**src/rtl/cmsdk_uart_cmd_ctrl.sv**
```systemverilog
// UART (8N1) receiver for the MCU StdOut stream with an escape-coded command decoder.
// Non-command bytes are passed through; command bytes drive bench control outputs.
module cmsdk_uart_cmd_ctrl #(
  parameter int          BAUD_DIV = 16,
  parameter logic [7:0]  ESC_CODE = 8'h1B
) (
  input  logic       CLK,
  input  logic       RESETn,
  input  logic       RXD,
  output logic [7:0] RX_DATA,
  output logic       RX_VALID,
  output logic       FRAME_ERR,
  output logic       DEBUG_TESTER_ENABLE,
  output logic       SIMULATIONEND,
  output logic [7:0] AUXCTRL
);

  // state     | meaning
  // R_IDLE    | line idle, waiting for a start edge
  // R_START   | half a bit into the start bit, confirm it is still low
  // R_DATA    | sampling the eight data bits at bit centres
  // R_STOP    | sampling the stop bit
  // R_BREAK   | bad stop bit seen, wait for the line to return high
  // C_NORM    | decoder passes bytes through
  // C_CMD     | escape seen, next byte is a command
  // C_AUX     | next byte loads AUXCTRL

  localparam int CW = (BAUD_DIV > 2) ? $clog2(BAUD_DIV) : 1;
  localparam logic [CW-1:0] HALF_LOAD = CW'(BAUD_DIV / 2 - 1);
  localparam logic [CW-1:0] FULL_LOAD = CW'(BAUD_DIV - 1);
  localparam logic [CW-1:0] CNT_ONE   = CW'(1);

  typedef enum logic [2:0] {R_IDLE, R_START, R_DATA, R_STOP, R_BREAK} rx_state_t;
  typedef enum logic [1:0] {C_NORM, C_CMD, C_AUX} cmd_state_t;

  logic            rx_meta, rxs;
  rx_state_t       rx_state, rx_state_nxt;
  logic [CW-1:0]   cnt, cnt_nxt;
  logic [2:0]      bit_idx, bit_idx_nxt;
  logic [7:0]      shreg, shreg_nxt;
  logic            byte_stb, byte_stb_nxt;
  logic            ferr_stb, ferr_stb_nxt;

  cmd_state_t      cmd_state, cmd_state_nxt;
  logic [7:0]      rx_data_nxt;
  logic            rx_valid_nxt;
  logic            dte_nxt, simend_nxt;
  logic [7:0]      aux_nxt;

  // Synchroniser presets to the idle line level so reset release never looks like a start bit.
  always_ff @(posedge CLK or negedge RESETn) begin
    if (!RESETn) begin
      rx_meta <= 1'b1;
      rxs     <= 1'b1;
    end else begin
      rx_meta <= RXD;
      rxs     <= rx_meta;
    end
  end

  always_ff @(posedge CLK or negedge RESETn) begin
    if (!RESETn) begin
      rx_state <= R_IDLE;
      cnt      <= '0;
      bit_idx  <= '0;
      shreg    <= '0;
      byte_stb <= 1'b0;
      ferr_stb <= 1'b0;
    end else begin
      rx_state <= rx_state_nxt;
      cnt      <= cnt_nxt;
      bit_idx  <= bit_idx_nxt;
      shreg    <= shreg_nxt;
      byte_stb <= byte_stb_nxt;
      ferr_stb <= ferr_stb_nxt;
    end
  end

  always_comb begin
    rx_state_nxt = rx_state;
    cnt_nxt      = cnt;
    bit_idx_nxt  = bit_idx;
    shreg_nxt    = shreg;
    byte_stb_nxt = 1'b0;
    ferr_stb_nxt = 1'b0;
    case (rx_state)
      R_IDLE: begin
        if (!rxs) begin
          cnt_nxt      = HALF_LOAD;
          rx_state_nxt = R_START;
        end
      end
      R_START: begin
        if (cnt == '0) begin
          if (rxs) begin
            rx_state_nxt = R_IDLE;
          end else begin
            rx_state_nxt = R_DATA;
            bit_idx_nxt  = 3'd0;
            cnt_nxt      = FULL_LOAD;
          end
        end else begin
          cnt_nxt = cnt - CNT_ONE;
        end
      end
      R_DATA: begin
        if (cnt == '0) begin
          shreg_nxt[bit_idx] = rxs;
          cnt_nxt            = FULL_LOAD;
          if (bit_idx == 3'd7) rx_state_nxt = R_STOP;
          else                 bit_idx_nxt  = bit_idx + 3'd1;
        end else begin
          cnt_nxt = cnt - CNT_ONE;
        end
      end
      R_STOP: begin
        if (cnt == '0) begin
          if (rxs) begin
            byte_stb_nxt = 1'b1;
            rx_state_nxt = R_IDLE;
          end else begin
            ferr_stb_nxt = 1'b1;
            rx_state_nxt = R_BREAK;
          end
        end else begin
          cnt_nxt = cnt - CNT_ONE;
        end
      end
      R_BREAK: begin
        if (rxs) rx_state_nxt = R_IDLE;
      end
      default: rx_state_nxt = R_IDLE;
    endcase
  end

  always_ff @(posedge CLK or negedge RESETn) begin
    if (!RESETn) begin
      cmd_state           <= C_NORM;
      RX_DATA             <= '0;
      RX_VALID            <= 1'b0;
      FRAME_ERR           <= 1'b0;
      DEBUG_TESTER_ENABLE <= 1'b0;
      SIMULATIONEND       <= 1'b0;
      AUXCTRL             <= '0;
    end else begin
      cmd_state           <= cmd_state_nxt;
      RX_DATA             <= rx_data_nxt;
      RX_VALID            <= rx_valid_nxt;
      FRAME_ERR           <= ferr_stb;
      DEBUG_TESTER_ENABLE <= dte_nxt;
      SIMULATIONEND       <= simend_nxt;
      AUXCTRL             <= aux_nxt;
    end
  end

  // shreg stays stable for half a bit after byte_stb, so it is consumed directly.
  always_comb begin
    cmd_state_nxt = cmd_state;
    rx_data_nxt   = RX_DATA;
    rx_valid_nxt  = 1'b0;
    dte_nxt       = DEBUG_TESTER_ENABLE;
    simend_nxt    = SIMULATIONEND;
    aux_nxt       = AUXCTRL;
    if (byte_stb) begin
      case (cmd_state)
        C_NORM: begin
          if (shreg == ESC_CODE) begin
            cmd_state_nxt = C_CMD;
          end else begin
            rx_data_nxt  = shreg;
            rx_valid_nxt = 1'b1;
          end
        end
        C_CMD: begin
          cmd_state_nxt = C_NORM;
          if (shreg == ESC_CODE)   cmd_state_nxt = C_CMD;
          else if (shreg == 8'h11) dte_nxt       = 1'b1;
          else if (shreg == 8'h12) dte_nxt       = 1'b0;
          else if (shreg == 8'h10) cmd_state_nxt = C_AUX;
          else if (shreg == 8'h04) simend_nxt    = 1'b1;
        end
        C_AUX: begin
          aux_nxt       = shreg;
          cmd_state_nxt = C_NORM;
        end
        default: cmd_state_nxt = C_NORM;
      endcase
    end
  end

endmodule

```
**config.mk**
```make
export PLATFORM = sky130hd
export DESIGN_NAME = cmsdk_uart_cmd_ctrl
export DESIGN_NICKNAME = d
export VERILOG_FILES = /design/src/rtl/cmsdk_uart_cmd_ctrl.sv
export SDC_FILE = /design/constraint.sdc
export NUM_CORES = 1
export LEC_CHECK = 0
export CAP_MARGIN = 10
export CORE_UTILIZATION = 50
export DETAILED_ROUTE_END_ITERATION = 6
export PLACE_DENSITY_LB_ADDON = 0.12
export REMOVE_ABC_BUFFERS = 1
export SETUP_SLACK_MARGIN = 0.2
export SLEW_MARGIN = 30
export SYNTH_ARGS = -nofsm -noshare
export SYNTH_HDL_FRONTEND = slang
export SYNTH_SLANG_ARGS = --single-unit
```
**constraint.sdc**
```tcl
create_clock -name CLK -period 5.4 [get_ports CLK]
set_input_delay 0.81 -clock CLK [delete_from_list [all_inputs] [get_ports CLK]]
set_output_delay 0.81 -clock CLK [all_outputs]
set_load 0.01 [all_outputs]
```
==> summary.txt, run 1 <==
Initial antenna violation count: 0
Synthesized cell area: 1950 µm²
Commonest cells post-synth: dfrtp_1 (42), mux2_2 (19), nand2_1 (13)
CTS Buf Count: 5
Initial DRT Pass Iterations: 4
Via count: 1336
Resized Gates After CTS: 0
Yosys top cell by area: dfrtp_1
Ranking of synthesized cells by area: dfrtp_1 (54%), mux2_2 (11%), dfstp_2 (2.7%)
Final setup vio count: 0
Initial DRC count: 49
Clk slew on worst S/H paths: 0.07 ns
Die area: 4140 µm²
Row cnt: 22
Diodes inserted: 0
Setup crit start kind: flip-flop
H-Tree Depth: 2
Nets: 193
GPL Wtd Cong: 0.794
First-pass GRT wire length: 6240 µm
Power share of the clock group: 24.9%
Setup Fix Bufs, Post-CTS: 0
Die W: 64.4 µm
Top fanout value on the critical path: 7
Total grt overflow: 0
Number of fillers in the final layout: 307
Lkg Pwr: 0.00105 µW
Sw Pwr: 237 µW
Comb pwr share: 21.8%
Post-synth EDFFs: 0
IO Pins: 23
Share of post-route cells with drive strength above 1: 18.7%
Worst EP arrival: 2.25 ns
Final hold violation count: 0
Initial Util: 52.7%
Area share of the largest cell type after synthesis: 54.0%
Max-slew violation count: 0
CTS Buffer Depth: 2
MaxCap Viol Count: 0
DR vias/cell: 5.69
Clock skew: 0.00935 ns
Setup WS post-layout: 3.32 ns
Minimum clock period: 2.08 ns
Most common cell in the netlist: dfrtp_1
Min-Delay Path Class: flip-flop to flip-flop
Worst vdd ir: 203 µV
Clock Sink Count: 44
CTS Root Cell: clkbuf_8
Power, Total: 767 µW
Setup TNS: 0 ns
Reg power frac: 53.3%
Least-Margin Pin Slew: 0.682 ns
CP required: 5.58 ns
FF+latch count, synth: 44
Die Y: 64.4 µm
Port bufs: 22
Tcrit/Tclk final: 38.5%
RSZ-0062 raised after global routing: false
DRC viols: 0
Core ar.: 3690 µm²
Vias in the first global route: 1321
Critical path class: flip-flop to flip-flop
Final ANT Viol Nets: 0
Main synth FF type: dfrtp_1
Final HPWL DP: 2510 µm
Routed length per instance: 15.3 µm
Achievable Freq: 482 MHz
Area Growth Syn to Fin: 17.3%
FFs w/ async S/R, synth: 100%
CTS Hold Buffers Added: 0
Slew Limit Headroom: 53.9%
Crit. End Element: flip-flop
Status: finished clean
PD cells: 336 nW/µm²
Routed Wire Length: 3600 µm
Largest net degree at the start of global routing: 45
Global-route usage over all layers: 20.5%
Synth cell types: 42
Sequential fraction of the synthesis area: 56.7%
Internal power: 529 µW
Fraction of power spent switching nets: 30.9%
Clock latency on the worst-skew pair: 0.29 ns
Syn_area_per_cell: 11.9 µm²
CTS tree: built
Gate Count Post-Synth: 163
DP Worst Slack: 3.34 ns
Warnings from Yosys: 0
==> critical path: stages, from the launching register on <==
cell and delay, ns:
dfrtp_1 0.38, inv_1 0.11, ha_1 0.26, or3b_1 0.47, or3_4 0.44, mux2_4 0.31
==> power by group through the flow <==
stage / Combinational (µW) / Clock (µW) / Sequential, µW
final: 167 / 191 / 409
after global routing: 188 / 216 / 415
after CTS: 166 / 200 / 407
after detailed placement: 164 / 0 / 414
after global placement: 156 / 0 / 412
after floorplan: 126 / 0 / 403
==> kinds of logic after synthesis <==
family | synth area share (%)
and+or+nand+nor | 14.7
muxes | 13.8
buffers and inverters | 3.47
DFF | 56.7
adders and majority gates | 1.93
AOI/OAI and AO/OA | 9.33
==> final cells by class <==
cell class                      count  area, µm²  share of cell area, %
Inverter                           12       45.0                   1.97
Clock inverter                      2       12.5                  0.548
Timing Repair Buffer               22        218                   9.54
Clock buffer                        5       68.8                   3.02
Tap cell                           48       60.1                   2.63
Multi-Input combinational cell    102        774                   33.9
Sequential cell                    44       1100                   48.4
==> registers in the layout, indices dropped and copies added (netlist names) <==
register	cells
AUXCTRL	8
RX_DATA	8
shreg	8
cnt	4
bit_idx	3
rx_state	3
cmd_state	2
DEBUG_TESTER_ENABLE	1
FRAME_ERR	1
RX_VALID	1
SIMULATIONEND	1
byte_stb	1
ferr_stb	1
rx_meta	1
rxs	1
==> stage by stage <==
stage	hold WS (ns)	util [%]	instance area, µm²	std cells
after detailed placement	0.346	59.6	2200	228
after floorplan	0.331	-	1920	158
after global placement	0.333	59.6	2200	228
final	0.358	61.9	2280	235
after CTS	0.362	61.8	2280	235
after global routing	0.365	61.9	2280	235
==> routing by layer <==
layer / part of all wire, % / GRT usage [%] / vias to the layer above
met2: 45 / 30.8 / 35
li1: - / - / 633
met1: 49 / 27.9 / 664
met4: 1.4 / 7.50 / 0
met5: 0 / 0 / -
met3: 3.9 / 6.07 / 4
==> cells in the final DEF (no fill, tap or decap), drive strengths merged, types with 2 or more instances in the layout <==
cell	instances
nor2b	2
nand2	13
a211oi	2
nor4b	2
clkdlybuf4s50	21
nand3	6
nor2	6
dfstp	2
nor3	3
o21ai	3
clkbuf	5
a21o	2
ha	3
nor3b	2
inv	12
a21oi	8
mux2	20
nand4	6
dfrtp	42
o31ai	2
mux2i	4
==> path summary, 6_finish.rpt <==
check | end | startpoint | slack, ns | cells past startpoint
setup / recovery | bit_idx[0] | cnt[0] | 3.32 | 5
hold / removal | rxs | rx_meta | 0.36 | 0
setup reg to reg | bit_idx[0] | cnt[0] | 3.32 | 5
hold reg to reg | rxs | rx_meta | 0.36 | 0
max in group asynchronous | rx_meta | RESETn | 4.53 | 1
min in group asynchronous | cmd_state[0] | RESETn | 0.50 | 1
Power figures use the tool's default switching activity.
==> inputs of run 2 (changes only) <==
Clock period 5.4 ns to 2 ns, I/O delays scaled along.
==> run 2 against run 1 <==
Compared with the run above: critical path depth is the same; first-iteration DRC count up 110%; combinational power grew to 3.5 times the previous value; flip-flop and latch count did not move; final area grew 5.2%; die area stayed put; maximum frequency grew 15%.
==> summary.txt, run 2 (synthesized netlist as in run 1, its figures left out) <==
Clock skew: 0.00955 ns (+0.000205 ns)
Initial DRT Pass Iterations: 4 (unchanged)
First-pass GRT wire length: 6410 µm (+2.7%)
Power share of the clock group: 23.1% (-1.8 points)
Biggest regs: AUXCTRL x8, RX_DATA x8, shreg x8
Die area: 4140 µm² (unchanged)
Number of fillers in the final layout: 303 (-1.3%)
Port bufs: 22 (unchanged)
Tcrit/Tclk final: 90.0% (+51 points)
Most common cell after layout, fill and taps aside: dfrtp_1
MaxCap Viol Count: 0 (unchanged)
Final hold violation count: 0 (unchanged)
Worst vdd ir: 781 µV (+290%)
Area Growth Syn to Fin: 23.3%
Routed Wire Length: 3880 µm (+7.6%)
Die W: 64.4 µm (unchanged)
Critical path class: flip-flop to flip-flop
Met2 global-route usage: 31.8% (+1.1 points)
H-Tree Depth: 2 (unchanged)
Most Used Layer, Global Route: met2
Register area: 1100 µm² (+0.11%)
Setup crit start kind: flip-flop
CP required: 2.18 ns (-3.40 ns)
Achievable Freq: 556 MHz (+15%)
CTS Root Cell: clkbuf_8
Clock latency on the worst-skew pair: 0.29 ns (about the same)
PD cells: 921 nW/µm² (+170%)
Vias in the first global route: 1360 (+3.0%)
Clock Sink Count: 44 (unchanged)
Final HPWL DP: 2780 µm (+11%)
Fraction of power spent switching nets: 31.1% (+0.12 points)
Final setup vio count: 0 (unchanged)
Slew Limit Headroom: 65.5% (+12 points)
Nets: 205 (+6.2%)
Finished Cell Area: 2400 µm² (+5.2%)
IO Pins: 23 (unchanged)
Initial Util: 52.7% (unchanged)
Global Route met3 Usage: 5.89% (-0.18 points)
Worst EP arrival: 1.98 ns (-0.27 ns)
Total grt overflow: 0 (unchanged)
Crit. End Element: flip-flop
Internal power: 1520 µW (+190%)
Least-Margin Pin Slew: 0.518 ns (-0.164 ns)
Row cnt: 22 (unchanged)
Via count: 1421 (+6.4%)
Reg power frac: 50.1% (-3.2 points)
DRC viols: 0 (unchanged)
Min-Delay Path Class: flip-flop to flip-flop
Status: finished clean
Top fanout value on the critical path: 4 (-3)
Core ar.: 3690 µm² (unchanged)
Minimum clock period: 1.80 ns (-0.278 ns)
Power, Total: 2210 µW (+190%)
Diodes inserted: 0 (unchanged)
Die Y: 64.4 µm (unchanged)
Share of post-route cells with drive strength above 1: 26.6% (+7.9 points)
Clk slew on worst S/H paths: 0.07 ns (about the same)
Comb pwr share: 26.7% (+4.9 points)
Sw Pwr: 687 µW (+190%)
Largest net degree at the start of global routing: 25 (-44%)
RSZ-0062 raised after global routing: true
CTS tree: built
CTS Buf Count: 5 (unchanged)
Routed length per instance: 15.7 µm (+2.4%)
Setup TNS: 0 ns (unchanged)
Lkg Pwr: 0.00112 µW (+5.8%)
Final ANT Viol Nets: 0 (unchanged)
Initial DRC count: 101 (+110%)
DP Area: 2270 µm² (+3.1%)
Global-route usage over all layers: 20.8% (+0.30 points)
GR met1 Demand/Resource: 28.4% (+0.49 points)
Max-slew violation count: 0 (unchanged)
Commonest cells after routing, fill and taps aside: dfrtp_1 (41), clkdlybuf4s50_1 (21), mux2_2 (19)
CTS Buffer Depth: 2 (unchanged)
Multi-input logic area: 805 µm² (+3.9%)
GPL Wtd Cong: 0.862 (+8.5%)
Initial antenna violation count: 0 (unchanged)
DR vias/cell: 5.75 (+1.2%)
[run 2: what timing repair did]
action                                  CTS  global route
endpoints found under the setup margin    7            18
pin swaps                                 0             3
endpoints found under the hold margin    22             0
hold buffers                              1             0
cloned                                    0             0
resized for setup                         3             6
buffers inserted                          0             2
[run 2: cell type report]
type	instances	area share [%]
flip-flops and latches	44	46.0
multi-input cells	102	33.5
repair buffers	34	12.8
clock buffers	6	3.02
well taps	48	2.50
inverters	12	1.88
clock inverters	1	0.209
[run 2: per-stage QoR]
stage,cells,hold WS [ns],utilization [%],setup slack [ns]
floorplan,158,0.00441,-,0.0642
finish,247,0.353,65.1,0.201
CTS,245,0.357,64.0,0.146
global placement,237,0.294,61.4,0.145
global route,247,0.362,65.1,0.144
detailed placement,237,0.307,61.4,0.102
[run 2: path summary, 6_finish.rpt]
path | slack (ns) | cells after the start | startpoint | endpoint
worst max-delay path | 0.20 | 5 | cnt[0] | bit_idx[0]
worst min-delay path | 0.35 | 0 | ferr_stb | FRAME_ERR
worst max register to register | 0.20 | 5 | cnt[0] | bit_idx[0]
worst min register to register | 0.35 | 0 | ferr_stb | FRAME_ERR
max in group asynchronous | 0.84 | 3 | RESETn | rxs
min in group asynchronous | 0.51 | 2 | RESETn | AUXCTRL[0]
[run 2: per-layer routing]
layer  up-vias  part of all wire (%)
li1        650                     -
met1       718                    46
met2        47                    49
met3         6                   4.5
met4         0                   1.2
met5         -                     0
[run 2: worst max-delay path: stages (launching register included)]
cell	delay [ns]
dfrtp_1	0.39
inv_2	0.09
ha_4	0.14
or3b_4	0.40
or3_4	0.37
mux2_4	0.30
[run 2: power groups by stage]
stage	combinational, µW	clock, µW	sequential [µW]
3_3_place_gp	490	0	1100
3_5_place_dp	516	0	1110
5_1_grt	667	566	1120
6_report	591	512	1110
4_1_cts	526	529	1100
2_1_floorplan	340	0	1090
==> inputs of run 3 (changes only) <==
Settings changed: MAX_ROUTING_LAYER set to met4.
==> run 3 against run 2 <==
Compared with the run above: routed wire length grew 0.85%; combinational power hardly changed; via count down 0.91%; maximum frequency about the same; sequential share of layout area did not move; final area did not move; die area is the same.
==> summary.txt, run 3 (synthesized netlist as in run 1, its figures left out) <==
CTS Root Cell: clkbuf_8
First-pass GRT wire length: 6400 µm (-0.11%)
Register area: 1100 µm² (unchanged)
CP delay by family, top: simple AND/OR/NAND/NOR gates
Critical path class: flip-flop to flip-flop
Core ar.: 3690 µm² (unchanged)
Initial antenna violation count: 0 (unchanged)
IO Pins: 23 (unchanged)
Crit-path max cell delay: 0.40 ns (about the same)
Clk slew on worst S/H paths: 0.07 ns (about the same)
Routed length per instance: 15.8 µm (+0.85%)
CTS Buffer Depth: 2 (unchanged)
Largest net degree at the start of global routing: 25 (unchanged)
Max-slew violation count: 0 (unchanged)
Final core occ: 65.1% (unchanged)
Slew Limit Headroom: 65.4% (-0.14 points)
Clock Sink Count: 44 (unchanged)
Final hold violation count: 0 (unchanged)
Nets: 205 (unchanged)
Share of post-route cells with drive strength above 1: 26.6% (unchanged)
CTS Buf Count: 5 (unchanged)
Via count: 1408 (-0.91%)
Global-route usage over all layers: 21.4% (+0.59 points)
GPL Wtd Cong: 0.876 (+1.6%)
Min-Delay Path Class: flip-flop to flip-flop
Biggest regs: AUXCTRL x8, RX_DATA x8, shreg x8
Multi-input logic area: 805 µm² (unchanged)
Setup TNS: 0 ns (unchanged)
Worst EP arrival: 1.98 ns (about the same)
PD cells: 921 nW/µm² (about the same)
Finished Cell Area: 2400 µm² (unchanged)
Minimum clock period: 1.80 ns (-0.000193 ns)
Initial DRC count: 75 (-26%)
Crit-path cells: inv_2, ha_4, or3b_4, or3_4, mux2_4
H-Tree Depth: 2 (unchanged)
Setup crit start kind: flip-flop
Final HPWL DP: 2780 µm (unchanged)
Achievable Freq: 556 MHz (about the same)
Worst vdd ir: 778 µV (-0.37%)
Most common cell after layout, fill and taps aside: dfrtp_1
RSZ-0062 raised after global routing: true
Clock latency on the worst-skew pair: 0.29 ns (about the same)
Commonest cells after routing, fill and taps aside: dfrtp_1 (41), clkdlybuf4s50_1 (21), mux2_2 (19)
Port bufs: 22 (unchanged)
Final ANT Viol Nets: 0 (unchanged)
Lkg Pwr: 0.00112 µW (about the same)
Die area: 4140 µm² (unchanged)
Total grt overflow: 0 (unchanged)
Worst path bufs/invs: 1 (unchanged)
Die W: 64.4 µm (unchanged)
Critical-path top delay cell: or3b_4
MaxCap Viol Count: 0 (unchanged)
Power, Total: 2210 µW (about the same)
Initial DRT Pass Iterations: 4 (unchanged)
Initial Util: 52.7% (unchanged)
DR vias/cell: 5.70 (-0.91%)
Diodes inserted: 0 (unchanged)
Status: finished clean
Crit. End Element: flip-flop
Row cnt: 22 (unchanged)
Final setup vio count: 0 (unchanged)
CP required: 2.18 ns (about the same)
Routed Wire Length: 3910 µm (+0.85%)
Clock skew: 0.00830 ns (-0.00126 ns)
Top fanout value on the critical path: 4 (unchanged)
Number of fillers in the final layout: 303 (unchanged)
Vias in the first global route: 1355 (-0.37%)
DRC viols: 0 (unchanged)
Least-Margin Pin Slew: 0.520 ns (+0.00209 ns)
Tcrit/Tclk final: 89.9% (about the same)
Area Growth Syn to Fin: 23.3% (unchanged)
CTS tree: built
DP Area: 2270 µm² (unchanged)
Die Y: 64.4 µm (unchanged)
run 3: cell counts in the layout (fill, tap and decap cells not counted):
Identical to the previous run, type by type.
run 3: final timing paths:
check                               from      endpoint  slack (ns)  depth (start not counted)
worst max-delay path              cnt[0]    bit_idx[0]        0.20                          5
worst min-delay path            ferr_stb     FRAME_ERR        0.35                          0
worst max register to register    cnt[0]    bit_idx[0]        0.20                          5
worst min register to register  ferr_stb     FRAME_ERR        0.35                          0
max in group asynchronous         RESETn           rxs        0.83                          3
min in group asynchronous         RESETn  cmd_state[0]        0.51                          2
run 3: stage by stage:
stage          setup slack [ns]  hold slack (ns)  std cells
2_1_floorplan            0.0642          0.00441        158
3_3_place_gp              0.145            0.294        237
3_5_place_dp              0.102            0.307        237
4_1_cts                   0.146            0.357        245
5_1_grt                   0.144            0.362        247
6_report                  0.201            0.353        247
run 3: repair_timing:
action / CTS / global route
setup endpoints to repair: 7 / 18
endpoints found under the hold margin: 22 / 0
setup buffers: 0 / 2
pin swaps: 0 / 1
resized for setup: 3 / 6
hold buffers: 1 / 0
run 3: worst reg2reg max path, delay by kind of cell, from the launching register on:
family | cells | cell delay [ns]
simple gates | 2 | 0.77
fa+ha+maj | 1 | 0.14
flops | 1 | 0.39
mux | 1 | 0.30
buf+inv | 1 | 0.09
run 3: metal layers:
| metal | global-route usage, % | up-vias | wire length [µm] |
|---|---|---|---|
| met3 | 5.36 | 6 | 153 |
| met2 | 31.7 | 34 | 1890 |
| met1 | 28.9 | 717 | 1820 |
| li1 | - | 651 | - |
| met4 | 6.67 | 0 | 46 |
| met5 | - | - | 0 |
run 3: power by group:
group	total [µW]	switching [µW]	internal (µW)
Sequential	1110	131	978
Combinational	592	283	309
Clock	509	272	237
Total	2210	686	1520
run 3: cell type report:
cell class | count | area share [%]
inverter | 12 | 1.88
clock inverter | 1 | 0.209
timing repair buffer | 34 | 12.8
multi-input combinational | 102 | 33.5
sequential | 44 | 46.0
tap | 48 | 2.50
clock buffer | 6 | 3.02
